## config.mk

```make
export PLATFORM = sky130hd
export DESIGN_NAME = skid_pipeline
export DESIGN_NICKNAME = d
export VERILOG_FILES = /design/src/rtl/pipeline_pkg.sv /design/src/rtl/skid_stage.sv /design/src/rtl/skid_pipeline.sv
export SDC_FILE = /design/constraint.sdc
export NUM_CORES = 1
export LEC_CHECK = 0
export BUFFER_PORTS_ARGS = -buffer_cell sky130_fd_sc_hd__buf_2
export CAP_MARGIN = 40
export CORE_MARGIN = 1.5
export CORE_UTILIZATION = 45
export CTS_BUF_LIST = sky130_fd_sc_hd__clkbuf_2
export CTS_CLUSTER_DIAMETER = 120
export DETAILED_ROUTE_END_ITERATION = 10
export SLEW_MARGIN = 10
export SYNTH_ARGS = -nofsm -noshare
export SYNTH_HDL_FRONTEND = slang
export SYNTH_HIERARCHICAL = 1
export SYNTH_SLANG_ARGS = --single-unit
```

## constraint.sdc

```tcl
create_clock -name CLK -period 5.6 [get_ports CLK]
set_clock_uncertainty 0.15 [all_clocks]
set_input_delay 1.12 -clock CLK [delete_from_list [all_inputs] [get_ports CLK]]
set_output_delay 1.12 -clock CLK [all_outputs]
set_load 0.01 [all_outputs]
```

## src/rtl/pipeline_pkg.sv

```systemverilog
//------------------------------------------------------------------------------
// Module   : pipeline_pkg
// Purpose  : Shared types for the registered-ready (skid) pipeline.
//            Each stage is described by a small three-state machine:
//              SKID_EMPTY - neither the main nor the skid register holds a word
//              SKID_BUSY  - main register holds the oldest word, skid is free
//              SKID_FULL  - main holds the oldest word, skid holds the newer one
// Ports    : none (package)
// Revision : 1.0 - initial release
//------------------------------------------------------------------------------
`default_nettype none

package pipeline_pkg;

  typedef enum logic [1:0] {
    SKID_EMPTY = 2'd0,
    SKID_BUSY  = 2'd1,
    SKID_FULL  = 2'd2
  } skid_state_t;

  // Words a single stage can hold (main + skid).
  localparam int unsigned C_SKID_WORDS_PER_STAGE = 2;

endpackage : pipeline_pkg

`default_nettype wire

```

## src/rtl/skid_stage.sv

```systemverilog
//------------------------------------------------------------------------------
// Module   : skid_stage
// Purpose  : One registered-ready skid stage on a valid/ready stream.
//            The ready returned upstream is a flop, so the backward path is
//            cut at every stage. A word that arrives in the same cycle the
//            downstream side stalls is parked in the skid register; the
//            stage then drops ready until the skid word has moved to main.
// Ports    :
//   clk          in   1        clock
//   rst_n        in   1        asynchronous active-low reset
//   i_in_data    in   C_WIDTH  upstream data
//   i_in_valid   in   1        upstream valid
//   o_in_ready   out  1        registered ready to upstream
//   o_out_data   out  C_WIDTH  downstream data (main register)
//   o_out_valid  out  1        downstream valid (stage not empty)
//   i_out_ready  in   1        downstream ready
// Revision : 1.0 - initial release
//------------------------------------------------------------------------------
`default_nettype none

module skid_stage
  import pipeline_pkg::*;
#(
  parameter int unsigned C_WIDTH = 10
) (
  input  logic               clk,
  input  logic               rst_n,
  input  logic [C_WIDTH-1:0] i_in_data,
  input  logic               i_in_valid,
  output logic               o_in_ready,
  output logic [C_WIDTH-1:0] o_out_data,
  output logic               o_out_valid,
  input  logic               i_out_ready
);

  skid_state_t        r_state;
  logic [C_WIDTH-1:0] r_main;
  logic [C_WIDTH-1:0] r_skid;
  logic               r_ready;
  logic               r_valid;

  logic               w_wr;
  logic               w_rd;

  // r_ready is zero whenever the stage is FULL, so w_wr can only fire in
  // EMPTY or BUSY. r_valid mirrors (r_state != SKID_EMPTY).
  assign w_wr = i_in_valid & r_ready;
  assign w_rd = r_valid & i_out_ready;

  assign o_in_ready  = r_ready;
  assign o_out_valid = r_valid;
  assign o_out_data  = r_main;

  // State, data registers and the registered handshake outputs all advance
  // together. Ready/valid are loaded with the value that matches the state
  // being entered, so they never lead or lag the state by a cycle.
  always_ff @(posedge clk or negedge rst_n) begin
    if (!rst_n) begin
      r_state <= SKID_EMPTY;
      r_main  <= '0;
      r_skid  <= '0;
      r_ready <= 1'b0;
      r_valid <= 1'b0;
    end else begin
      case (r_state)
        SKID_EMPTY: begin
          r_ready <= 1'b1;
          if (w_wr) begin
            r_state <= SKID_BUSY;
            r_main  <= i_in_data;
            r_valid <= 1'b1;
          end else begin
            r_valid <= 1'b0;
          end
        end

        SKID_BUSY: begin
          if (w_wr && w_rd) begin
            // Old word leaves while the new one takes its place.
            r_main  <= i_in_data;
            r_ready <= 1'b1;
            r_valid <= 1'b1;
          end else if (w_wr) begin
            // Downstream stalled in the same cycle: park the new word.
            r_state <= SKID_FULL;
            r_skid  <= i_in_data;
            r_ready <= 1'b0;
            r_valid <= 1'b1;
          end else if (w_rd) begin
            r_state <= SKID_EMPTY;
            r_ready <= 1'b1;
            r_valid <= 1'b0;
          end else begin
            r_ready <= 1'b1;
            r_valid <= 1'b1;
          end
        end

        SKID_FULL: begin
          r_valid <= 1'b1;
          if (w_rd) begin
            // Skid word becomes the head; skid reg is left untouched.
            r_state <= SKID_BUSY;
            r_main  <= r_skid;
            r_ready <= 1'b1;
          end else begin
            r_ready <= 1'b0;
          end
        end

        default: begin
          r_state <= SKID_EMPTY;
          r_ready <= 1'b1;
          r_valid <= 1'b0;
        end
      endcase
    end
  end

endmodule : skid_stage

`default_nettype wire

```

## src/rtl/skid_pipeline.sv

```systemverilog
//------------------------------------------------------------------------------
// Module   : skid_pipeline
// Purpose  : Chain of C_DEPTH registered-ready skid stages between two
//            valid/ready interfaces. Both the forward (data/valid) and the
//            backward (ready) paths are registered in every stage.
//            Capacity is two words per stage; empty-to-output latency is
//            C_DEPTH cycles; throughput is one word per cycle.
//            C_DEPTH = 0 degenerates to a combinational passthrough.
// Ports    :
//   CLK            in   1        clock
//   RST_N          in   1        asynchronous active-low reset
//   WR_DATA        in   C_WIDTH  upstream data
//   WR_DATA_VALID  in   1        upstream valid
//   WR_DATA_READY  out  1        registered ready to upstream
//   RD_DATA        out  C_WIDTH  downstream data
//   RD_DATA_VALID  out  1        downstream valid
//   RD_DATA_READY  in   1        downstream ready
// Revision : 1.0 - initial release
//------------------------------------------------------------------------------
`default_nettype none

module skid_pipeline
  import pipeline_pkg::*;
#(
  parameter int unsigned C_DEPTH = 2,
  parameter int unsigned C_WIDTH = 10
) (
  input  logic               CLK,
  input  logic               RST_N,
  input  logic [C_WIDTH-1:0] WR_DATA,
  input  logic               WR_DATA_VALID,
  output logic               WR_DATA_READY,
  output logic [C_WIDTH-1:0] RD_DATA,
  output logic               RD_DATA_VALID,
  input  logic               RD_DATA_READY
);

  generate
    if (C_DEPTH == 0) begin : g_bypass
      // No storage: the clock and reset have nothing to drive.
      logic w_unused;
      assign w_unused = CLK ^ RST_N;

      assign RD_DATA       = WR_DATA;
      assign RD_DATA_VALID = WR_DATA_VALID;
      assign WR_DATA_READY = RD_DATA_READY;
    end else begin : g_pipe
      // Link k sits between stage k-1 and stage k; link 0 is the write port
      // and link C_DEPTH is the read port.
      logic [C_WIDTH-1:0] w_data  [C_DEPTH+1];
      logic [C_DEPTH:0]   w_valid;
      logic [C_DEPTH:0]   w_ready;

      assign w_data[0]        = WR_DATA;
      assign w_valid[0]       = WR_DATA_VALID;
      assign WR_DATA_READY    = w_ready[0];

      assign RD_DATA          = w_data[C_DEPTH];
      assign RD_DATA_VALID    = w_valid[C_DEPTH];
      assign w_ready[C_DEPTH] = RD_DATA_READY;

      for (genvar k = 0; k < C_DEPTH; k++) begin : g_stage
        skid_stage #(
          .C_WIDTH (C_WIDTH)
        ) u_stage (
          .clk         (CLK),
          .rst_n       (RST_N),
          .i_in_data   (w_data[k]),
          .i_in_valid  (w_valid[k]),
          .o_in_ready  (w_ready[k]),
          .o_out_data  (w_data[k+1]),
          .o_out_valid (w_valid[k+1]),
          .i_out_ready (w_ready[k+1])
        );
      end
    end
  endgenerate

endmodule : skid_pipeline

`default_nettype wire

```

==> flow_metrics.tcl <==
set metrics [dict create \
    outcome "finished clean" \
    ys_seq_area_share_pct 51.8 \
    grt_util_met2_pct 29.6 \
    fmax_mhz 418 \
    synth_warnings 6 \
    rsz0062_at_grt "false" \
    netlist_area_um2 2320 \
    ant_nets 0 \
    boundaryPins 26 \
    synth-seq-cells 48 \
    fin_crit_sh_pct 42.7 \
    fin_crit_ps 2390 \
    grt_busiest_layer "met2" \
    regArea_um2 1200 \
    drive_above_1_share_pct 48.5 \
    grt_pass1_wl_um 6900 \
    endpoint_kind "register" \
    multi_input_area_um2 1070 \
    cp.arrival_ps 2570 \
    totalWireLength_um 4090 \
    p_sw_share_pct 35.5 \
    finalNetCount 219 \
    firstDrtPassIters 4 \
    start_kind "register" \
    syn_nets 190 \
    switching_power_uw 541 \
    die_h_um 74.8 \
    dpl.hpwl_um 2970 \
    vias_per_cell 5.36 \
    finalSetupViolCount 0 \
    cp_max_fo 14 \
    intPower_uw 983 \
    die_area_um2 5590 \
    power_frac_comb_pct 45.9 \
    hold_viol 0 \
    grt_pass1_vias 1437 \
    synth.avg_cell_area_um2 13.8 \
    p_leak_nw 1.14 \
    antenna_found_initial 0 \
    slew_violations 0 \
    hp-class "reg2reg" \
    start_util_pct 47.8 \
    via_count 1420 \
    critical_path_required_ps 5770 \
    clk_pin_slew_worst_paths_ps 230 \
    setup_ws_ps 3210 \
    power.density_nw_per_um2 591 \
    clockBufferDepth 2 \
    clkPwrFrac_pct 11.8 \
    final_cell_mix "mux2_2 (58), dfrtp_1 (48), buf_2 (25)" \
    std_cell_rows 25 \
    area_delta_synth_final_pct 11.2 \
    peakVddDrop_mv 0.220 \
    slew_headroom_pct 56.5 \
    htreeDepth 2 \
    synth_cells 168 \
    gp_congestion 0.911 \
    n_fill_cell 404 \
    grt_max_degree 29 \
    antenna_cells 0 \
    tritoncts "done" \
    seqPwrFrac_pct 42.2 \
    cap_viol_max_count 0 \
    fp.coreArea_um2 4850 \
    overflow 0 \
    final_common_cell "mux2_2" \
    finish.utilization_pct 53.2 \
    drcViolationCount 0 \
    cts.sinks 48 \
    root_buffer "clkbuf_2" \
    postCtsResizedCells 0 \
    drt-wirelength-per-cell_um 15.4 \
    drt_iter0_drc 50 \
    grt_usage_pct 17.0 \
    setup_tns_ps 0 \
    cts_inserted_buffers 5 \
    use_met3_pct 4.42 \
    post_cts_buffers 0 \
    clk_latency_ps 410 \
    crit_type "reg2reg" \
    worstMarginPinSlew_ps 652 \
    die_w_um 74.8 \
    synth.distinct_cells 18 \
    portBuffers 25 \
    hold_buffers 0 \
    place_ws_ps 3090 \
    gr-usage-met1_pct 20.1 \
]
==> critical path, cell delays in order, from the launching register on <==
cell	delay [ps]
dfrtp_1	460
inv_1	100
ha_1	580
nor2_1	160
o22a_1	280
nor2_8	210
mux2_2	370
==> registers in the layout, indices dropped and copies added, names as in the netlist <==
register	flops
g_pipe.g_stage.u_stage/o_out_valid	2
g_pipe.g_stage.u_stage/r_state	4
g_pipe.g_stage.u_stage/r_skid	20
g_pipe.g_stage.u_stage/o_in_ready	2
g_pipe.g_stage.u_stage/o_out_data	20
==> synth_stat cells <==
master | number | area (µm²)
o211ai_1 | 2 | 15.0
nor2_8 | 2 | 40.0
o22a_1 | 2 | 17.5
a31o_2 | 2 | 17.5
nand2_1 | 8 | 30.0
a21oi_1 | 4 | 20.0
buf_6 | 2 | 22.5
inv_1 | 4 | 15.0
nor2_1 | 6 | 22.5
buf_2 | 2 | 10.0
mux2_2 | 58 | 653
a22o_4 | 2 | 35.0
a31oi_1 | 4 | 25.0
nand3_1 | 8 | 40.0
mux2_1 | 4 | 45.0
ha_1 | 8 | 100
dfrtp_1 | 48 | 1200
o21ai_0 | 2 | 10.0
==> path summary, 6_finish.rpt <==
path	start	endpoint	slack (ps)	cells past startpoint
worst min-delay path	g_pipe.g_stage[0].u_stage/r_skid[6]$_DFFE_PN0P_	g_pipe.g_stage[0].u_stage/r_skid[6]$_DFFE_PN0P_	380	1
max in group asynchronous	RST_N	g_pipe.g_stage[1].u_stage/o_out_data[8]$_DFFE_PN0P_	4320	2
worst min register to register	g_pipe.g_stage[0].u_stage/r_skid[6]$_DFFE_PN0P_	g_pipe.g_stage[0].u_stage/r_skid[6]$_DFFE_PN0P_	380	1
worst max-delay path	g_pipe.g_stage[1].u_stage/r_state[0]$_DFFE_PN0P_	g_pipe.g_stage[1].u_stage/o_out_data[5]$_DFFE_PN0P_	3210	6
worst max register to register	g_pipe.g_stage[1].u_stage/r_state[0]$_DFFE_PN0P_	g_pipe.g_stage[1].u_stage/o_out_data[5]$_DFFE_PN0P_	3210	6
min in group asynchronous	RST_N	g_pipe.g_stage[0].u_stage/r_state[0]$_DFFE_PN0P_	470	1
==> power groups by stage <==
stage / clock network [mW] / registers (mW) / logic [mW]
3_3_place_gp: 0 / 0.638 / 0.676
2_1_floorplan: 0 / 0.638 / 0.548
4_1_cts: 0.189 / 0.645 / 0.710
5_1_grt: 0.206 / 0.670 / 0.769
3_5_place_dp: 0 / 0.654 / 0.709
6_report: 0.180 / 0.644 / 0.700
==> final cells by class <==
type / count / area share, %
multi-input cells: 112 / 41.5
inverters: 4 / 0.582
well taps: 67 / 3.25
flip-flops and latches: 48 / 46.6
clock buffers: 5 / 0.970
clock inverters: 3 / 1.46
repair buffers: 26 / 5.63
==> logic make-up after synthesis <==
kind of cell	Yosys count	synth area share [%]
compound gates	18	6.04
mux	62	30.1
simple gates	24	5.72
fa+ha+maj	8	4.32
buf+inv	8	2.05
flops	48	51.8
==> stage by stage <==
stage,cells,total power [mW],hold WS (ps),instance area [µm²]
after floorplan,168,1.19,323,2320
after global placement,256,1.31,323,2500
after detailed placement,257,1.36,338,2520
after CTS,265,1.54,387,2580
after global routing,265,1.65,402,2580
final,265,1.52,383,2580
==> layer usage <==
layer  vias to the layer above  routed length [µm]
met3                         9                 149
met5                         -                   0
met4                         0                  83
met2                        34                2110
li1                        666                   -
met1                       711                1750
Note: power is estimated with default switching activity, not from simulation.
